## src/rtl/matrix_mac_engine.sv

```systemverilog
`default_nettype none
// ============================================================================
// Module      : matrix_mac_engine
// Description : Sequential signed matrix multiply-accumulate, C (+)= A x B,
//               one MAC per cycle, k innermost, then column, then row.
// Revision    : 1.0 - initial release
// ============================================================================
module matrix_mac_engine #(
    parameter int DATA_W = 32,
    parameter int ROWS   = 2,
    parameter int INNER  = 2,
    parameter int COLS   = 2,
    parameter int ACC_W  = 32
) (
    input  logic                           clk,
    input  logic                           rst,
    input  logic [ROWS*INNER*DATA_W-1:0]   mat_a,
    input  logic [INNER*COLS*DATA_W-1:0]   mat_b,
    input  logic                           start,
    input  logic                           accum,
    output logic                           busy,
    output logic                           done,
    output logic [ROWS*COLS*ACC_W-1:0]     result
);

    localparam int AN  = ROWS * INNER;
    localparam int BN  = INNER * COLS;
    localparam int CN  = ROWS * COLS;
    localparam int RW  = (ROWS  > 1) ? $clog2(ROWS)  : 1;
    localparam int CW  = (COLS  > 1) ? $clog2(COLS)  : 1;
    localparam int KW  = (INNER > 1) ? $clog2(INNER) : 1;
    localparam int AIW = (AN > 1) ? $clog2(AN) : 1;
    localparam int BIW = (BN > 1) ? $clog2(BN) : 1;
    localparam int CIW = (CN > 1) ? $clog2(CN) : 1;

    localparam logic [1:0] ST_IDLE = 2'd0;
    localparam logic [1:0] ST_RUN  = 2'd1;
    localparam logic [1:0] ST_DONE = 2'd2;

    logic [1:0]               state_q, state_d;
    logic [RW-1:0]            r_q, r_d;
    logic [CW-1:0]            c_q, c_d;
    logic [KW-1:0]            k_q, k_d;
    logic signed [ACC_W-1:0]  acc_q, acc_d;
    logic                     accum_q, accum_d;
    logic signed [DATA_W-1:0] a_q [AN];
    logic signed [DATA_W-1:0] a_d [AN];
    logic signed [DATA_W-1:0] b_q [BN];
    logic signed [DATA_W-1:0] b_d [BN];
    logic signed [ACC_W-1:0]  res_q [CN];
    logic signed [ACC_W-1:0]  res_d [CN];

    logic                     r_last, c_last, k_last;
    logic [AIW-1:0]           a_idx;
    logic [BIW-1:0]           b_idx;
    logic [CIW-1:0]           c_idx;
    logic signed [ACC_W-1:0]  a_ext, b_ext, prod, seed, sum;

    assign r_last = (r_q == RW'(ROWS - 1));
    assign c_last = (c_q == CW'(COLS - 1));
    assign k_last = (k_q == KW'(INNER - 1));

    always_ff @(posedge clk or posedge rst) begin
        if (rst) begin
            state_q <= ST_IDLE;
            r_q     <= '0;
            c_q     <= '0;
            k_q     <= '0;
            acc_q   <= '0;
            accum_q <= 1'b0;
            for (int i = 0; i < AN; i++) a_q[i]   <= '0;
            for (int i = 0; i < BN; i++) b_q[i]   <= '0;
            for (int i = 0; i < CN; i++) res_q[i] <= '0;
        end else begin
            state_q <= state_d;
            r_q     <= r_d;
            c_q     <= c_d;
            k_q     <= k_d;
            acc_q   <= acc_d;
            accum_q <= accum_d;
            a_q     <= a_d;
            b_q     <= b_d;
            res_q   <= res_d;
        end
    end

    always_comb begin
        state_d = state_q;
        case (state_q)
            ST_IDLE: if (start) state_d = ST_RUN;
            ST_RUN:  if (r_last && c_last && k_last) state_d = ST_DONE;
            ST_DONE: state_d = ST_IDLE;
            default: state_d = ST_IDLE;
        endcase
    end

    always_comb begin
        busy = (state_q != ST_IDLE);
        done = (state_q == ST_DONE);
    end

    // Operands are widened to ACC_W before multiplying: the low ACC_W bits of
    // the product are exact, which gives the required wrap-around truncation.
    always_comb begin
        a_idx = AIW'(int'(r_q) * INNER + int'(k_q));
        b_idx = BIW'(int'(k_q) * COLS + int'(c_q));
        c_idx = CIW'(int'(r_q) * COLS + int'(c_q));
        a_ext = ACC_W'(a_q[a_idx]);
        b_ext = ACC_W'(b_q[b_idx]);
        prod  = a_ext * b_ext;
        seed  = (k_q == '0) ? (accum_q ? res_q[c_idx] : '0) : acc_q;
        sum   = seed + prod;
    end

    always_comb begin
        r_d     = r_q;
        c_d     = c_q;
        k_d     = k_q;
        acc_d   = acc_q;
        accum_d = accum_q;
        a_d     = a_q;
        b_d     = b_q;
        res_d   = res_q;
        if (state_q == ST_IDLE && start) begin
            for (int i = 0; i < AN; i++) a_d[i] = mat_a[i*DATA_W +: DATA_W];
            for (int i = 0; i < BN; i++) b_d[i] = mat_b[i*DATA_W +: DATA_W];
            accum_d = accum;
            r_d     = '0;
            c_d     = '0;
            k_d     = '0;
            acc_d   = '0;
        end else if (state_q == ST_RUN) begin
            acc_d = sum;
            if (k_last) begin
                res_d[c_idx] = sum;
                k_d          = '0;
                if (c_last) begin
                    c_d = '0;
                    r_d = r_last ? '0 : r_q + RW'(1);
                end else begin
                    c_d = c_q + CW'(1);
                end
            end else begin
                k_d = k_q + KW'(1);
            end
        end
    end

    generate
        for (genvar i = 0; i < CN; i++) begin : g_result
            assign result[i*ACC_W +: ACC_W] = res_q[i];
        end
    endgenerate

endmodule
`default_nettype wire

```

## config.mk

```make
export PLATFORM = sky130hd
export DESIGN_NAME = matrix_mac_engine
export DESIGN_NICKNAME = d
export VERILOG_FILES = /design/src/rtl/matrix_mac_engine.sv
export SDC_FILE = /design/constraint.sdc
export NUM_CORES = 2
export LEC_CHECK = 0
export ABC_AREA = 1
export BUFFER_PORTS_ARGS = -buffer_cell sky130_fd_sc_hd__buf_2
export CAP_MARGIN = 20
export CORE_ASPECT_RATIO = 1.25
export CORE_MARGIN = 4
export CORE_UTILIZATION = 39
export DETAILED_ROUTE_END_ITERATION = 6
export GPL_TIMING_DRIVEN = 0
export SKIP_LAST_GASP = 1
export SYNTH_ARGS = -nofsm -noshare
export SYNTH_HDL_FRONTEND = slang
export SYNTH_SLANG_ARGS = --single-unit
```

## constraint.sdc

```tcl
create_clock -name clk -period 12 [get_ports clk]
set_input_delay 1.2 -clock clk [delete_from_list [all_inputs] [get_ports clk]]
set_output_delay 1.2 -clock clk [all_outputs]
set_load 0.03 [all_outputs]
```

==> results.tsv <==
stage	metric	value	unit
routing	DRC Markers	0	
grt	largest net degree at the start of global routing	42	
sta	Setup-failing EPs final	0	
routing	final WL	132000	um
place	gpl congestion	0.960	
floorplanning	Die Width	278	um
clocking	clk_lat worst skew	610	ps
grt	initial antenna violation count	2	
routing	vias	30000	
sta	Worst Skew	23.1	ps
logic_synthesis	syn_nets	4932	
sta	count of final hold-check violations	0	
routing	drt first pass iters	6	
worst_setup_path	slowest CP cell	clkbuf_1	
worst_setup_path	Crit. End Element	flop	
worst_setup_path	critical path class	reg2reg	
sta	Worst slew margin	22.9	%
sta	RSZ-0062 raised after global routing	no	
sta	worst-margin pin slew	1160	ps
logic_synthesis	largest area contributor in the synthesized netlist	dfrtp_1	
floorplanning	Die ar.	96300	um2
sta	setup TNS	0	ps
routing	vias per std cell	5.21	
sta	fin crit period	10070	ps
worst_setup_path	slowest cell delay on critical path	750	ps
finish	Area growth syn-to-layout	14.8	%
floorplanning	IO Pins	390	
place	I/O Buffers	389	
hold_path	hold path endpoint	acc_q[29]	
status	run status	completed	
clocking	CTS Buffer Depth	3	
finish	post-route cell area	40900	um2
worst_setup_path	reg2reg path depth	38	
clocking	Post-CTS Setup Inserts	0	
worst_setup_path	FF-to-FF setup slack	1930	ps
hold_path	Hold Startpoint	acc_q[29]	
finish	nets@finish	5381	
place	Final HPWL DP	107000	um
clocking	CTS H-tree lvls	2	
grt	total grt overflow	0	
worst_setup_path	critical path startpoint category	flop	
logic_synthesis	Mapped Cells	4083	
routing	DRT antenna net count	0	
hold_path	Worst Hold Depth	2	
routing	drt wl/cell	22.9	um
worst_setup_path	Critical Path AT	10570	ps
sta	Max Slew Vio Count	0	
sta	fmax	99.3	MHz
worst_setup_path	Reg2Reg Capture Point	result[126]	
run	max cap viols	0	
logic_synthesis	Yosys reg bits	422	
clocking	hold_buf cts	0	
grt	GR Util All Layers	27.1	%
logic_synthesis	top cells by count, synth	nand2_1 (968), inv_1 (689), fa_1 (438)	
grt	vias in the first global route	31300	
clocking	clock transition at the registers of the reported paths	60	ps
logic_synthesis	EDFF count, synth	0	
clocking	TritonCTS clock tree	built	
worst_setup_path	WP data required	12500	ps
logic_synthesis	top-count cell post-synth	nand2_1	
place	area of placed instances	39300	um2
logic_synthesis	count of different cell masters after synthesis	48	
clocking	CTS resizes	0	
logic_synthesis	Synth top area share	29.6	%
clocking	Root Buffer	clkbuf_16	
floorplanning	Site Rows	123	
logic_synthesis	Top FF cell, synth	dfrtp_1	
floorplanning	Core Area	90300	um2
floorplanning	Initial Util	39.4	%
logic_synthesis	Syn Std Cell Area	35600	um2
worst_setup_path	RR Startpoint	k_last	
logic_synthesis	synth top area cells	dfrtp_1 (30%), fa_1 (25%), nand2_1 (10%)	
logic_synthesis	sequential share of the synthesized area	29.6	%
clocking	count of clock tree sinks	422	
finish	fraction of layout cells with a size suffix above 1	16.5	%
worst_setup_path	most used cell, CP	fa_1	
routing	DRT iter0 DRCs	2348	
clocking	CTS Buf Count	46	
logic_synthesis	YS warnings	0	
floorplanning	Die Y	346	um
grt	first-pass GRT wire length	196000	um
hold_path	Hold Crit Class	reg2reg	
logic_synthesis	Post-synth ARST share	100	%
sta	Tcrit/Tclk final	83.9	%
worst_setup_path	crit path max fanout	10	
logic_synthesis	mean post-synth cell area	8.73	um2
-- per-stage QoR --
stage / cells / utilization [%] / worst slack, ps / hold slack (ps)
global route: 5756 / 45.3 / 1580 / 504
global placement: 5659 / 43.2 / 2110 / 462
finish: 5757 / 45.3 / 1930 / 485
CTS: 5755 / 45.3 / 2010 / 484
detailed placement: 5670 / 43.5 / 2030 / 467
floorplan: 4083 / - / 4080 / 449
-- worst max-delay path: cells and delay by family, from the launching register on --
family                   cells  cell delay (ps)
flip-flops                   1              380
AND/OR/NAND/NOR             13             2030
AO/OA/AOI/OAI                3              530
adder cells (fa/ha/maj)      9             3960
buffers and inverters       13             3000
-- cell type report --
class / instances / area (um2)
clock buffer: 70 / 1380
buffer: 182 / 913
antenna: 1 / 2.50
clock inverter: 15 / 226
timing repair buffer: 401 / 2190
inverter: 705 / 2660
tap: 1187 / 1490
sequential: 422 / 10600
fill: 8863 / 49400
multi-input combinational: 2774 / 21500
-- cells in the final DEF, fill, tap and decap left out, types with 10 or more instances in the layout --
cell type / instances
inv_1: 688
ha_1: 151
o21ai_0: 138
buf_4: 15
dfrtp_1: 422
nor2_1: 408
o2111ai_1: 10
clkbuf_16: 47
nand4_1: 21
xnor2_1: 20
clkbuf_1: 135
buf_6: 21
mux2_2: 173
buf_12: 10
a22oi_1: 28
a21oi_1: 115
nand3_1: 169
buf_2: 402
nand2_2: 22
clkbuf_8: 12
o211ai_1: 27
nand2_1: 968
fa_1: 438
xor2_1: 18
o22ai_1: 10
-- how the worst max path moves through the flow --
stage,cells after the start,from,end
after detailed placement,38,r_last,result[62]
after global routing,38,r_last,result[62]
after floorplan,37,r_last,acc_q[28]
final,38,k_last,result[126]
after CTS,38,r_last,result[62]
after global placement,38,r_last,result[62]
-- cells by family (layout without fill, tap and decap cells) --
logic type,after synthesis,count (layout),synth area share (%)
adders and majority gates,589,589,29.9
muxes,173,173,5.47
xor gates and xnor gates,38,38,0.934
and+or+nand+nor,1621,1621,18.3
AOI/OAI and AO/OA,353,353,5.71
buffers and inverters,887,1373,10.0
DFF,422,422,29.6
other,0,1,0
-- routing by layer --
layer  up-vias  routed length (um)  GRT usage (%)
li1      13400                   -              -
met1     15000               49500           32.7
met4         2                8710           14.6
met5         -                  14              0
met2      1290               65700           47.1
met3       334                8150           3.56
-- registers in the layout, indices dropped and copies added (netlist names) --
signal   cells
acc_q       32
state_q      2
result     128
c_last       1
b_q        128
a_q        128
k_last       1
r_last       1
accum_q      1
Power is left out: the tool's default activity adds up to more than one toggle a clock period on the data nets, which glitch-free logic cannot reach.
